[config.mk]
export PLATFORM = sky130hd
export DESIGN_NAME = input_conditioner
export DESIGN_NICKNAME = d
export VERILOG_FILES = /design/src/rtl/input_conditioner.sv
export SDC_FILE = /design/constraint.sdc
export NUM_CORES = 1
export LEC_CHECK = 0
export ABC_CLOCK_PERIOD_IN_PS = 1900
export CORE_MARGIN = 2
export CORE_UTILIZATION = 53
export CTS_CLUSTER_SIZE = 16
export DETAILED_ROUTE_END_ITERATION = 8
export PLACE_DENSITY = 0.75
export SKIP_LAST_GASP = 1
export SLEW_MARGIN = 15
export SYNTH_ARGS = -nofsm -noshare
export SYNTH_HDL_FRONTEND = slang
export SYNTH_SLANG_ARGS = --single-unit
[constraint.sdc]
create_clock -name clock -period 1.9 [get_ports clock]
set_clock_uncertainty 0.2 [all_clocks]
set_input_delay 0.57 -clock clock [delete_from_list [all_inputs] [get_ports clock]]
set_output_delay 0.57 -clock clock [all_outputs]
set_load 0.02 [all_outputs]
[src/rtl/input_conditioner.sv]
// Input conditioner for the LED game front-end.
// Two-flop synchronisers followed by independent debounce FSMs for the
// slide-switch vector and the active-low start key. All outputs are
// registered; strobes last exactly one cycle after the committing edge.
module input_conditioner #(
  parameter int WIDTH           = 10,
  parameter int DEBOUNCE_CYCLES = 500000,
  parameter int CNT_W           = 20
) (
  input  logic             clock,
  input  logic             reset,
  input  logic [WIDTH-1:0] switch_raw,
  input  logic             start_raw,
  output logic [WIDTH-1:0] switch,
  output logic             switch_onehot,
  output logic             switch_changed,
  output logic             start,
  output logic             start_pulse
);

  typedef enum logic {
    STABLE   = 1'b0,
    SETTLING = 1'b1
  } db_state_t;

  // Final count value: the candidate has been seen steady long enough.
  localparam logic [CNT_W-1:0] CNT_LAST = CNT_W'(DEBOUNCE_CYCLES - 1);

  // True when exactly one bit of the word is set.
  function automatic logic is_onehot(input logic [WIDTH-1:0] v);
    return (v != '0) && ((v & (v - WIDTH'(1))) == '0);
  endfunction

  // ---------------------------------------------------------------------
  // Synchroniser stages
  // ---------------------------------------------------------------------
  logic [WIDTH-1:0] switch_sync1;
  logic [WIDTH-1:0] switch_sync2;
  logic             start_sync1;
  logic             start_sync2;

  // Two-flop synchronisers; the key idles high (released) out of reset.
  always_ff @(posedge clock) begin
    if (reset) begin
      switch_sync1 <= '0;
      switch_sync2 <= '0;
      start_sync1  <= 1'b1;
      start_sync2  <= 1'b1;
    end else begin
      switch_sync1 <= switch_raw;
      switch_sync2 <= switch_sync1;
      start_sync1  <= start_raw;
      start_sync2  <= start_sync1;
    end
  end

  // ---------------------------------------------------------------------
  // Switch-vector debounce channel
  // ---------------------------------------------------------------------
  db_state_t        sw_state;
  db_state_t        sw_state_next;
  logic [WIDTH-1:0] sw_cand;
  logic [CNT_W-1:0] sw_cnt;
  logic             sw_load;
  logic             sw_inc;
  logic             sw_commit;

  // Switch FSM state register.
  always_ff @(posedge clock) begin
    if (reset) begin
      sw_state <= STABLE;
    end else begin
      sw_state <= sw_state_next;
    end
  end

  // Switch FSM next-state and datapath controls; any bit change restarts.
  always_comb begin
    sw_state_next = sw_state;
    sw_load       = 1'b0;
    sw_inc        = 1'b0;
    sw_commit     = 1'b0;
    unique case (sw_state)
      STABLE: begin
        if (switch_sync2 != switch) begin
          sw_load       = 1'b1;
          sw_state_next = SETTLING;
        end
      end
      SETTLING: begin
        if (switch_sync2 != sw_cand) begin
          sw_load = 1'b1;
        end else if (sw_cnt == CNT_LAST) begin
          sw_commit     = 1'b1;
          sw_state_next = STABLE;
        end else begin
          sw_inc = 1'b1;
        end
      end
      default: sw_state_next = STABLE;
    endcase
  end

  // Switch candidate, settle counter, committed word and derived flags.
  always_ff @(posedge clock) begin
    if (reset) begin
      sw_cand        <= '0;
      sw_cnt         <= '0;
      switch         <= '0;
      switch_onehot  <= 1'b0;
      switch_changed <= 1'b0;
    end else begin
      switch_changed <= 1'b0;
      if (sw_load) begin
        sw_cand <= switch_sync2;
        sw_cnt  <= '0;
      end else if (sw_inc) begin
        sw_cnt <= sw_cnt + CNT_W'(1);
      end
      if (sw_commit) begin
        switch         <= sw_cand;
        switch_onehot  <= is_onehot(sw_cand);
        // A bounce that settles back on the old word commits silently.
        switch_changed <= (sw_cand != switch);
      end
    end
  end

  // ---------------------------------------------------------------------
  // Start-key debounce channel
  // ---------------------------------------------------------------------
  db_state_t        key_state;
  db_state_t        key_state_next;
  logic             key_cand;
  logic [CNT_W-1:0] key_cnt;
  logic             key_load;
  logic             key_inc;
  logic             key_commit;

  // Key FSM state register.
  always_ff @(posedge clock) begin
    if (reset) begin
      key_state <= STABLE;
    end else begin
      key_state <= key_state_next;
    end
  end

  // Key FSM next-state and datapath controls.
  always_comb begin
    key_state_next = key_state;
    key_load       = 1'b0;
    key_inc        = 1'b0;
    key_commit     = 1'b0;
    unique case (key_state)
      STABLE: begin
        if (start_sync2 != start) begin
          key_load       = 1'b1;
          key_state_next = SETTLING;
        end
      end
      SETTLING: begin
        if (start_sync2 != key_cand) begin
          key_load = 1'b1;
        end else if (key_cnt == CNT_LAST) begin
          key_commit     = 1'b1;
          key_state_next = STABLE;
        end else begin
          key_inc = 1'b1;
        end
      end
      default: key_state_next = STABLE;
    endcase
  end

  // Key candidate, settle counter, committed level and press strobe.
  always_ff @(posedge clock) begin
    if (reset) begin
      key_cand    <= 1'b1;
      key_cnt     <= '0;
      start       <= 1'b1;
      start_pulse <= 1'b0;
    end else begin
      start_pulse <= 1'b0;
      if (key_load) begin
        key_cand <= start_sync2;
        key_cnt  <= '0;
      end else if (key_inc) begin
        key_cnt <= key_cnt + CNT_W'(1);
      end
      if (key_commit) begin
        start <= key_cand;
        // Only a committed press (released -> pressed) is announced.
        start_pulse <= start & ~key_cand;
      end
    end
  end

endmodule

# Word-level counts from Yosys, hierarchy flattened
# Cells that the tools add are included.
classes:
  addsub: 3
  n_eq_ne: 7
  n_mux: 22
  bitwise: 7
  n_reduce_logical: 7
op_table:
  columns: ["op", "n"]
  rows:
  - ["adder 20 x 1 -> 20 bit, second input constant", 2]
  - ["equality test 20 x 19 -> 1 bit, second input constant", 2]
  - ["inequality test 10 bit", 3]
  - ["two-way mux 1 bit", 18]
  - ["AND 10 bit", 1]
  - ["logical NOT 10 bit", 1]
  - ["nonzero test 10 bit", 1]
  - ["subtractor 10 x 1 -> 10 bit, second input constant", 1]
  - ["case mux 1 bit (2 select lines)", 4]
  - ["OR reduction 2 bit", 4]
  - ["NOT 1 bit", 5]
  - ["inequality test 1 bit", 2]
  - ["AND 1 bit", 1]
  - ["logical AND 1 bit", 1]
totals:
  register_bits: 89
  in_bits: 13
  output_inout_bits: 14

# Depth between registers and ports, before layout
# Gate-level depths: netlist of run 1.
logic_depth:
  depth_word: 6
  ltp_mapped: 9
  mapped_depth_nobuf: 7

# Least setup slack after synthesis of run 1
# OpenSTA, ideal clock, no wires.
synth_timing:
  kind: "register to register"
  start: "reg sw_cnt[0]"
  end: "reg sw_cnt[1]"
  setup_time_ns: 0.118
  arrival_time_ns: 1.624
  required_time_ns: 1.582
  setup_slack_ns: -0.042
  path_stages_with_launch: 9
  synth_period_minus_slack_ns: 1.942
  path_cell_list: "dfxtp_1 -> ha_1 -> and4_1 -> nand2_1 -> or2_1 -> buf_2 -> nand2_1 -> mux2i_1 -> nor2_1"
synth_between:
  elab_chain_len: 4
  elab_cells_between_ends: 5
synth_lines:
  columns: ["element", "line_no", "rtl"]
  rows:
  - ["start, declared", "63", "logic [CNT_W-1:0] sw_cnt;"]
  - ["start signal, assigned", "118", "sw_cnt <= sw_cnt + CNT_W'(1);"]
  - ["parallel branches: the longest is 4 deep, another holds adder 20 x 1 -> 20 bit", null, null]
# Several ways; the timed one is not identified.
# A chain may end at the register's enable or synchronous reset.

# Worst setup path after layout of run 1
layout_timing:
  start: "reg key_cnt[5]"
  end: "reg key_cnt[15]"
layout_between:
  elab_chain_len: 4
  elab_cells_between_ends: 5
layout_lines:
  columns: ["element", "line_no", "rtl"]
  rows:
  - ["start, declared", "135", "logic [CNT_W-1:0] key_cnt;"]
  - ["start signal, assigned", "189", "key_cnt <= key_cnt + CNT_W'(1);"]
  - ["parallel branches: the longest is 4 deep, another holds adder 20 x 1 -> 20 bit", null, null]
# Several ways; the timed one is not identified.

==> impl_metrics.env, run 1 <==
export IMPL_status="complete, but fails checks"
export IMPL_violations="setup timing"
export IMPL_p_leak_nw=2.18
export IMPL_wire_per_inst_um=15.1
export IMPL_ff2ff_path_depth=8
export IMPL_ys_warn_count=0
export IMPL_diodes=0
export IMPL_cp_slowest_cell="dfxtp_4"
export IMPL_rrSetupSlack_ns=-0.06
export IMPL_holdWs_ns=0.220
export IMPL_synth_area_leaders="dfxtp_1 43%, xor2_1 7.2%, nor2_1 5.2%, xnor2_1 5.1%, nand2_1 3.3%"
export IMPL_start_kind="flip-flop"
export IMPL_yosysMostFrequentCell="dfxtp_1"
export IMPL_cts_tree="yes"
export IMPL_drt_iter0_drc=148
export IMPL_synthArstFlopShare_pct=0
export IMPL_cp_cell_sequence="nor4_4, nand2_2, o21ai_2, buf_6, nor3_4, buf_4, xnor2_1, nor2_1"
export IMPL_start_util_pct=54.3
export IMPL_fp_coreArea_mm2=0.00765
export IMPL_synth_distinct_cells=50
export IMPL_grt_pass1_wl_um=15400
export IMPL_portBuffers=26
export IMPL_ioPinCount=27
export IMPL_fin_crit_sh_pct=103
export IMPL_insertion_delay_ns=0.36
export IMPL_crit_fanout=4
export IMPL_die_y_um=92.5
export IMPL_antenna_left=0
export IMPL_grt_max_degree=25
export IMPL_drv_slew=0
export IMPL_maxCapViolCount=0
export IMPL_grt_overflow_total=0
export IMPL_area_sequential_mm2=0.00182
export IMPL_drc=0
export IMPL_seq_area_frac_synth_pct=42.9
export IMPL_cts_buffers=9
export IMPL_crit_type="reg2reg"
export IMPL_hold_class="reg2reg"
export IMPL_synth_seq_cells=89
export IMPL_synthesis_nets=470
export IMPL_worst_slew_pin_slew_ns=0.417
export IMPL_grt_pass1_vias=3396
export IMPL_clk_pin_slew_ns=0.09
export IMPL_netlist_area_mm2=0.00415
export IMPL_slew_headroom_pct=71.5
export IMPL_crit_cells=8
export IMPL_yosysTopAreaCellShare_pct=42.9
export IMPL_synth_edf_count=0
export IMPL_r2r_start="key_cnt[5]"
export IMPL_ys_flop_type="dfxtp_1"
export IMPL_yosys_top_cells_count="89 x dfxtp_1, 57 x nor2_1, 37 x nand2_1, 34 x xor2_1, 24 x xnor2_1"
export IMPL_synth_area_per_cell_um2=9.13
export IMPL_die_area_mm2=0.00856
export IMPL_fmax_mhz=511
export IMPL_via_per_inst=5.36
export IMPL_clk_path_buf_depth=2
export IMPL_finalNonFillerCells=659
export IMPL_cts_root_buf="clkbuf_8"
export IMPL_dp_hpwl_um=6410
export IMPL_drt_pass1_iter_count=5
export IMPL_totalWireLength_um=9930
export IMPL_worstSetupEndpoint="key_cnt[15]"
export IMPL_syn_to_final_growth_pct=35.2
export IMPL_synth_area_leader_cell="dfxtp_1"
export IMPL_irDropWorstVdd_mv=0.560
export IMPL_globalplace_congestion=0.913
export IMPL_worstPathRequired_ns=1.95
export IMPL_dp_cells=632
export IMPL_drive_gt1_share_pct=36.8
export IMPL_path_delay_family="simple AND/OR/NAND/NOR gates"
export IMPL_syn_inst=455
export IMPL_cts_hold_buf=0
export IMPL_die_x_um=92.5
export IMPL_finalHoldViolations=0
export IMPL_grt_setup_unrepaired="true"
export IMPL_critPathBufInv=2
export IMPL_final_core_util_pct=73.4
export IMPL_endpoint_kind="flip-flop"
export IMPL_cellPowerDensity_mw_per_mm2=651
export IMPL_cpPeakStageDelay_ns=0.37
export IMPL_clock_sinks=89
export IMPL_crit_start="key_cnt[5]"
export IMPL_nFillCells=524
export IMPL_grt_usage_pct=22.4
export IMPL_num_rows=32
export IMPL_reg2reg_to="key_cnt[15]"
export IMPL_fin_ws_ns=-0.0553
export IMPL_final_nets=567
export IMPL_finalSetupViolCount=21
export IMPL_period_needed_ns=1.96
export IMPL_cp_arrival_ns=2.00
export IMPL_vias=3532
export IMPL_grt_antenna_before_repair=0
export IMPL_h_tree_depth=3
export IMPL_multi_input_comb_area_mm2=0.00247
layout make-up:
cell class	count	area share, %
Clock inverter	6	1.25
Multi-Input combinational cell	332	44.0
Tap cell	102	2.27
Sequential cell	89	32.4
Clock buffer	10	2.27
Timing Repair Buffer	112	17.2
Inverter	8	0.535
power breakdown:
group | leakage [nW] | total [mW] | internal (mW) | switching (mW)
logic | 1.34 | 0.405 | 0.212 | 0.192
clock network | 0.102 | 1.32 | 0.626 | 0.695
registers | 0.736 | 1.93 | 1.90 | 0.0320
total | 2.18 | 3.66 | 2.74 | 0.919
stage by stage:
step                cell area [um^2]  setup WS [ns]  total power, mW  TNS [ns]
CTS                             5310        -0.0635             3.63    -0.143
finish                          5610        -0.0553             3.66    -0.465
global route                    5610         -0.157             3.80     -3.84
detailed placement              4980        -0.0798             2.33     -1.57
global placement                4980        -0.0258             2.32    -0.319
floorplan                       4160        0.00128             2.20         0
routing by layer:
metal | up-vias | GRT usage (%) | share of wire, %
met5 | - | 0 | 0
met4 | 0 | 7.84 | 1.1
met1 | 1689 | 28.5 | 42
met2 | 93 | 38.7 | 52
li1 | 1740 | - | -
met3 | 10 | 3.34 | 4.0
kinds of logic (layout without fill, tap and decap cells):
| family | Yosys count | count (layout) | synth area share (%) |
|---|---|---|---|
| compound gates | 34 | 34 | 5.54 |
| mux | 13 | 13 | 3.13 |
| xor+xnor | 65 | 65 | 15.0 |
| flops | 89 | 89 | 42.9 |
| simple gates | 217 | 217 | 28.1 |
| buf+inv | 34 | 136 | 4.49 |
| fa+ha+maj | 3 | 3 | 0.843 |
sequential cells by signal, summed over array words and instances, names as in the netlist:
register and flops:
key_cand 1, key_cnt 20, key_state 1, start 1, start_pulse 1, start_sync1 1, start_sync2 1, sw_cand 10
sw_cnt 20, sw_state 1, switch 10, switch_changed 1, switch_onehot 1, switch_sync1 10, switch_sync2 10
cells in the final DEF, fill, tap and decap left out, types with 3 or more instances in the layout:
master	n
buf_4	72
dfxtp_1	63
nor2_1	56
xor2_1	33
nand2_1	32
dfxtp_2	23
xnor2_1	21
nor2b_1	20
nand4_1	14
nand3_1	13
mux2i_1	13
nor3_1	12
clkdlybuf4s50_1	12
buf_6	11
a21oi_1	10
xnor2_2	10
clkbuf_8	9
inv_1	8
a21oi_2	7
nand3_2	7
clkdlybuf4s15_2	6
nand2_2	5
nor3_4	5
nor3_2	5
nor4b_1	5
and3_1	5
dlygate4sd2_1	5
nand2b_1	4
inv_6	4
and4_1	3
nand3_4	3
o21ai_1	3
or2_2	3
o21ai_0	3
nor4_2	3
dfxtp_4	3
clkbuf_2	3
worst reg2reg max path, cell delays in order (launching register included):
cell and delay [ns]:
dfxtp_4 0.37, nor4_4 0.33, nand2_2 0.16, o21ai_2 0.23, buf_6 0.15, nor3_4 0.05, buf_4 0.15, xnor2_1 0.15
nor2_1 0.06
how the worst min path moves through the flow:
stage | from | end | slack [ns] | depth (start not counted)
6_report | start_sync1 | start_sync2 | 0.22 | 1
5_1_grt | start_sync1 | start_sync2 | 0.23 | 1
4_1_cts | start_sync1 | start_sync2 | 0.23 | 1
3_5_place_dp | start_sync1 | start_sync2 | 0.21 | 1
3_3_place_gp | start_sync1 | start_sync2 | 0.19 | 1
2_1_floorplan | start_sync1 | start_sync2 | 0.19 | 1
timing repair:
item | 4_1_cts | 5_1_grt
resized for setup | 57 | 76
pin swaps | 13 | 41
hold endpoints to repair | 0 | 0
setup endpoints to repair | 49 | 72
cloned | 0 | 1
setup buffers | 5 | 5
Power figures use the tool's default switching activity.
==> run 2, diff against run 1 <==
--- a/config.mk
+++ b/config.mk
@@ -5,12 +5,15 @@
 export SDC_FILE = /design/constraint.sdc
 export NUM_CORES = 1
 export LEC_CHECK = 0
+export ABC_AREA = 1
 export ABC_CLOCK_PERIOD_IN_PS = 1900
 export CORE_MARGIN = 2
-export CORE_UTILIZATION = 53
+export CORE_UTILIZATION = 54
 export CTS_CLUSTER_SIZE = 16
 export DETAILED_ROUTE_END_ITERATION = 8
-export PLACE_DENSITY = 0.75
+export HOLD_SLACK_MARGIN = 0.05
+export PLACE_DENSITY = 0.76
+export REMOVE_ABC_BUFFERS = 1
 export SKIP_LAST_GASP = 1
 export SLEW_MARGIN = 15
 export SYNTH_ARGS = -nofsm -noshare
==> run 2 against run 1 <==
Effect of this change: the flow now finishes without violations; register-to-register slack improved by 0.12 ns; critical path depth is 7 lower; wire length rose by 24%; global-route usage up 2.6 points; largest power group unchanged.
==> impl_metrics.env, run 2 <==
export IMPL_critPathBufInv=1
export IMPL_drive_gt1_share_pct=24.0
export IMPL_cellPowerDensity_mw_per_mm2=609
export IMPL_holdWs_ns=0.202
export IMPL_finalNonFillerCells=974
export IMPL_grt_pass1_vias=4518
export IMPL_finalSetupViolCount=0
export IMPL_irDropWorstVdd_mv=0.470
export IMPL_clk_pin_slew_ns=0.11
export IMPL_grt_pass1_wl_um=20200
export IMPL_period_needed_ns=1.88
export IMPL_num_rows=34
export IMPL_synth_area_leader_cell="dfxtp_1"
export IMPL_synthArstFlopShare_pct=0
export IMPL_path_delay_family="flip-flops"
export IMPL_r2r_start="sw_cnt[1]"
export IMPL_crit_type="reg2out"
export IMPL_layout_commonest_cell="nand2_1"
export IMPL_portBuffers=26
export IMPL_status="finished, final reports clean"
export IMPL_vias=4990
export IMPL_synth_area_per_cell_um2=6.39
export IMPL_crit_start="switch[5]"
export IMPL_cts_tree="yes"
export IMPL_insertion_delay_ns=0.37
export IMPL_dp_cells=948
export IMPL_worstPathRequired_ns=1.13
export IMPL_wire_per_inst_um=12.6
export IMPL_grt_max_degree=21
export IMPL_worst_slew_pin_slew_ns=0.464
export IMPL_dp_hpwl_um=8710
export IMPL_hold_depth=2
export IMPL_cpPeakStageDelay_ns=0.44
export IMPL_die_area_mm2=0.00976
export IMPL_yosysTopAreaCellShare_pct=36.7
export IMPL_endpoint_kind="output port"
export IMPL_nFillCells=667
export IMPL_seq_area_frac_synth_pct=36.7
export IMPL_start_kind="flip-flop"
export IMPL_drc=0
export IMPL_final_nets=876
export IMPL_layout_top_registers="key_cnt: 20 flops, sw_cnt: 20 flops"
export IMPL_fp_coreArea_mm2=0.00872
export IMPL_totalWireLength_um=12300
export IMPL_cts_root_buf="clkbuf_8"
export IMPL_crit_fanout=5
export IMPL_synth_edf_count=0
export IMPL_cts_buffers=9
export IMPL_ff2ff_path_depth=12
export IMPL_p_leak_nw=2.72
export IMPL_cp_cell_sequence="clkdlybuf4s15_2"
export IMPL_synth_seq_cells=89
export IMPL_yosys_top_cells_count="229 x nand2_1, 109 x nor2_1, 91 x inv_1, 89 x dfxtp_1, 43 x nand3_1"
export IMPL_grt_setup_unrepaired="true"
export IMPL_die_x_um=98.8
export IMPL_maxCapViolCount=0
export IMPL_diodes=0
export IMPL_clock_sinks=89
export IMPL_grt_overflow_total=0
export IMPL_synth_distinct_cells=33
export IMPL_grt_usage_pct=25.0
export IMPL_via_per_inst=5.12
export IMPL_syn_to_final_growth_pct=29.9
export IMPL_start_util_pct=55.6
export IMPL_globalplace_congestion=0.921
export IMPL_drt_pass1_iter_count=4
export IMPL_final_cell_mix="220 x nand2_1, 100 x nor2_1, 87 x inv_1"
export IMPL_crit_cells=1
export IMPL_fmax_mhz=533
export IMPL_cp_slowest_cell="dfxtp_1"
export IMPL_drv_slew=0
export IMPL_synth_area_leaders="dfxtp_1 37%, nand2_1 18%, nor2_1 8.4%, inv_1 7.0%, nand3_1 4.4%"
export IMPL_ys_warn_count=0
export IMPL_drt_iter0_drc=218
export IMPL_setup_tns_final_ns=0
export IMPL_fin_crit_sh_pct=98.7
export IMPL_hold_start="switch_sync1[4]"
export IMPL_yosysMostFrequentCell="nand2_1"
export IMPL_antenna_left=0
export IMPL_die_y_um=98.8
export IMPL_h_tree_depth=3
export IMPL_ys_flop_type="dfxtp_1"
export IMPL_netlist_area_mm2=0.00485
export IMPL_final_core_util_pct=72.3
export IMPL_syn_inst=759
export IMPL_hold_class="reg2reg"
export IMPL_ioPinCount=27
export IMPL_slew_headroom_pct=69.0
export IMPL_grt_antenna_before_repair=0
export IMPL_finalHoldViolations=0
export IMPL_cp_arrival_ns=1.11
export IMPL_clk_path_buf_depth=2
run 2: report_power, final:
group | switching (mW) | internal, mW
clock | 0.741 | 0.630
combinational | 0.316 | 0.222
sequential | 0.0341 | 1.90
total | 1.09 | 2.75
run 2: area by class of cell:
type | count | area, um^2 | share of cell area [%]
repair buffers | 120 | 1030 | 16.4
well taps | 108 | 135 | 2.14
clock buffers | 10 | 128 | 2.02
inverters | 105 | 397 | 6.29
flip-flops and latches | 89 | 1830 | 29.0
clock inverters | 6 | 75.1 | 1.19
multi-input cells | 536 | 2710 | 42.9
run 2: timing repair:
item                                    CTS  global route
hold buffers                              0             0
gates cloned                              1             1
endpoints found under the setup margin   46            70
pin swaps                                 6            21
resized for setup                        31            84
buffers inserted                          6             4
run 2: layer usage:
metal	part of all wire (%)	wire [um]	vias up	track usage (%)
met1	46	5670	2268	33.3
li1	-	-	2565	-
met4	1.9	237	0	8.64
met5	0	0	-	0
met2	47	5820	133	41.5
met3	4.7	576	24	3.62
run 2: cell families after synthesis:
| family | Yosys count | share of synthesized area [%] |
|---|---|---|
| AND/OR/NAND/NOR | 452 | 40.1 |
| flip-flops | 89 | 36.7 |
| buffers and inverters | 134 | 11.4 |
| XOR/XNOR | 29 | 5.24 |
| adder cells (fa/ha/maj) | 2 | 0.516 |
| AO/OA/AOI/OAI | 53 | 5.98 |
run 2: per-stage QoR:
step / cell area, um^2 / worst slack [ns] / power (mW)
final: 6300 / 0.0240 / 3.84
after detailed placement: 5760 / -0.177 / 2.44
after global routing: 6300 / -0.0743 / 3.98
after floorplan: 4690 / -0.263 / 2.23
after CTS: 6090 / -0.0538 / 3.83
after global placement: 5750 / -0.404 / 2.43
run 2: final timing paths:
path	to	slack, ns
worst max-delay path	switch[5]	0.02
worst max register to register	sw_cnt[18]	0.06
worst min register to register	switch_sync2[4]	0.20
worst min-delay path	switch_sync2[4]	0.20
==> run 3, diff against run 2 <==
--- a/config.mk
+++ b/config.mk
@@ -7,14 +7,15 @@
 export LEC_CHECK = 0
 export ABC_AREA = 1
 export ABC_CLOCK_PERIOD_IN_PS = 1900
+export CELL_PAD_IN_SITES_DETAIL_PLACEMENT = 0
+export CELL_PAD_IN_SITES_GLOBAL_PLACEMENT = 1
 export CORE_MARGIN = 2
-export CORE_UTILIZATION = 54
+export CORE_UTILIZATION = 38
 export CTS_CLUSTER_SIZE = 16
 export DETAILED_ROUTE_END_ITERATION = 8
 export HOLD_SLACK_MARGIN = 0.05
-export PLACE_DENSITY = 0.76
+export PLACE_DENSITY = 0.75
 export REMOVE_ABC_BUFFERS = 1
-export SKIP_LAST_GASP = 1
 export SLEW_MARGIN = 15
 export SYNTH_ARGS = -nofsm -noshare
 export SYNTH_HDL_FRONTEND = slang
==> run 3 against run 2 <==
Effect of this change: sequential share of layout area is 0.11 points higher; maximum frequency shrank 0.84%; worst hold slack got worse by 0.0084 ns; critical path type is now reg2reg.
==> impl_metrics.env, run 3 (synthesized netlist as in run 2, its figures left out) <==
export IMPL_status="finished, final reports clean"
export IMPL_grt_pass1_wl_um=19800
export IMPL_clk_path_buf_depth=2
export IMPL_p_sw_mw=1.16
export IMPL_die_area_mm2=0.0137
export IMPL_fp_coreArea_mm2=0.0125
export IMPL_hold_depth=2
export IMPL_final_area_mm2=0.00627
export IMPL_grt_antenna_before_repair=0
export IMPL_swShare_pct=25.8
export IMPL_cts_buffers=9
export IMPL_num_rows=41
export IMPL_grt_overflow_total=0
export IMPL_dp_hpwl_um=8810
export IMPL_cp_arrival_ns=1.93
export IMPL_rrSetupSlack_ns=0.008
export IMPL_cts_tree="yes"
export IMPL_grt_setup_unrepaired="true"
export IMPL_layout_top_registers="key_cnt: 20 flops, sw_cnt: 20 flops"
export IMPL_fmax_mhz=529
export IMPL_start_util_pct=38.8
export IMPL_final_core_util_pct=50.1
export IMPL_grt_usage_pct=18.4
export IMPL_holdWs_ns=0.193
export IMPL_dp_cells=982
export IMPL_wire_per_inst_um=12.0
export IMPL_via_per_inst=4.63
export IMPL_grt_max_degree=31
export IMPL_intPower_mw=3.33
export IMPL_portBuffers=26
export IMPL_reg2reg_to="sw_cnt[16]"
export IMPL_final_cell_mix="225 x nand2_1, 100 x nor2_1, 87 x inv_1"
export IMPL_finalHoldViolations=0
export IMPL_syn_to_final_growth_pct=29.2
export IMPL_final_nets=849
export IMPL_finalNonFillerCells=1011
export IMPL_drv_slew=0
export IMPL_diodes=0
export IMPL_drc=0
export IMPL_drt_iter0_drc=210
export IMPL_start_kind="flip-flop"
export IMPL_layout_commonest_cell="nand2_1"
export IMPL_clk_pin_slew_ns=0.07
export IMPL_period_needed_ns=1.89
export IMPL_whs_endpoint="switch_sync2[1]"
export IMPL_place_ws_ns=-0.150
export IMPL_endpoint_kind="flip-flop"
export IMPL_h_tree_depth=3
export IMPL_die_y_um=117
export IMPL_hold_start="switch_sync1[1]"
export IMPL_crit_fanout=8
export IMPL_hold_class="reg2reg"
export IMPL_clock_sinks=89
export IMPL_fin_ws_ns=0.00803
export IMPL_r2r_start="sw_cand[1]"
export IMPL_worstPathRequired_ns=1.94
export IMPL_drive_gt1_share_pct=20.1
export IMPL_insertion_delay_ns=0.35
export IMPL_totalWireLength_um=12100
export IMPL_fin_crit_sh_pct=99.6
export IMPL_globalplace_congestion=0.816
export IMPL_ioPinCount=27
export IMPL_die_x_um=117
export IMPL_vias=4679
export IMPL_grt_pass1_vias=4172
export IMPL_crit_type="reg2reg"
export IMPL_cts_root_buf="clkbuf_16"
export IMPL_placedInstanceArea_mm2=0.00560
export IMPL_drt_pass1_iter_count=5
export IMPL_slew_headroom_pct=81.4
export IMPL_p_seq_share_pct=43.0
export IMPL_ff2ff_path_depth=11
export IMPL_antenna_left=0
export IMPL_finalSetupViolCount=0
export IMPL_cellPowerDensity_mw_per_mm2=717
export IMPL_maxCapViolCount=0
export IMPL_p_leak_nw=2.64
export IMPL_power_frac_comb_pct=13.4
export IMPL_worst_slew_pin_slew_ns=0.277
export IMPL_p_clk_share_pct=43.7
export IMPL_irDropWorstVdd_mv=0.649
-- run 3: what timing repair did --
| item | 4_1_cts | 5_1_grt |
|---|---|---|
| hold buffers | 0 | 0 |
| buffers inserted | 0 | 10 |
| endpoints found under the setup margin | 30 | 71 |
| gates cloned | 0 | 3 |
| gates resized for setup | 23 | 73 |
| pin swaps | 2 | 23 |
| hold endpoints to repair | 0 | 0 |
-- run 3: power by group through the flow --
stage / combinational [mW] / sequential (mW) / clock [mW]
3_3_place_gp: 0.463 / 1.98 / 0
3_5_place_dp: 0.468 / 1.98 / 0
2_1_floorplan: 0.249 / 1.98 / 0
5_1_grt: 0.657 / 1.94 / 2.11
4_1_cts: 0.473 / 1.93 / 2.03
6_report: 0.601 / 1.93 / 1.96
-- run 3: worst max-delay path, stage by stage, from the launching register on --
cell,delay [ns]
dfxtp_4,0.38
inv_2,0.04
nand2_1,0.05
nand2_1,0.06
nor2_2,0.17
nand3_2,0.13
nor2_4,0.24
buf_12,0.14
clkbuf_16,0.14
nand4_1,0.08
nand2_1,0.10
nor2_1,0.04
-- run 3: per-stage QoR --
step                TNS, ns  power [mW]
floorplan             -9.47        2.23
global placement      -4.55        2.44
detailed placement    -5.69        2.45
CTS                       0        4.43
global route         -0.517        4.70
finish                    0        4.50
-- run 3: worst max path at each step --
stage / from / endpoint / slack, ns / depth (start not counted)
global route: sw_cand[1] / switch[1] / -0.05 / 11
floorplan: key_cnt[0] / key_cnt[0] / -0.26 / 7
global placement: reset / sw_cnt[14] / -0.12 / 5
detailed placement: reset / sw_cnt[12] / -0.15 / 5
finish: sw_cand[1] / sw_cnt[16] / 0.008 / 11
CTS: switch[1] / sw_cnt[3] / 0.0002 / 8
-- run 3: per-layer routing --
metal | vias up | GRT usage (%) | share of wire, %
li1 | 2512 | - | -
met2 | 63 | 28.3 | 45
met3 | 8 | 5.15 | 3.9
met1 | 2096 | 25.9 | 50
met4 | 0 | 4.00 | 0.78
met5 | - | 0 | 0
-- run 3: layout make-up --
class	count	area, um^2
fill	1302	6250
multi-input combinational	536	2650
sequential	89	1830
timing repair buffer	93	853
inverter	105	394
clock buffer	9	225
tap	172	215
clock inverter	7	103
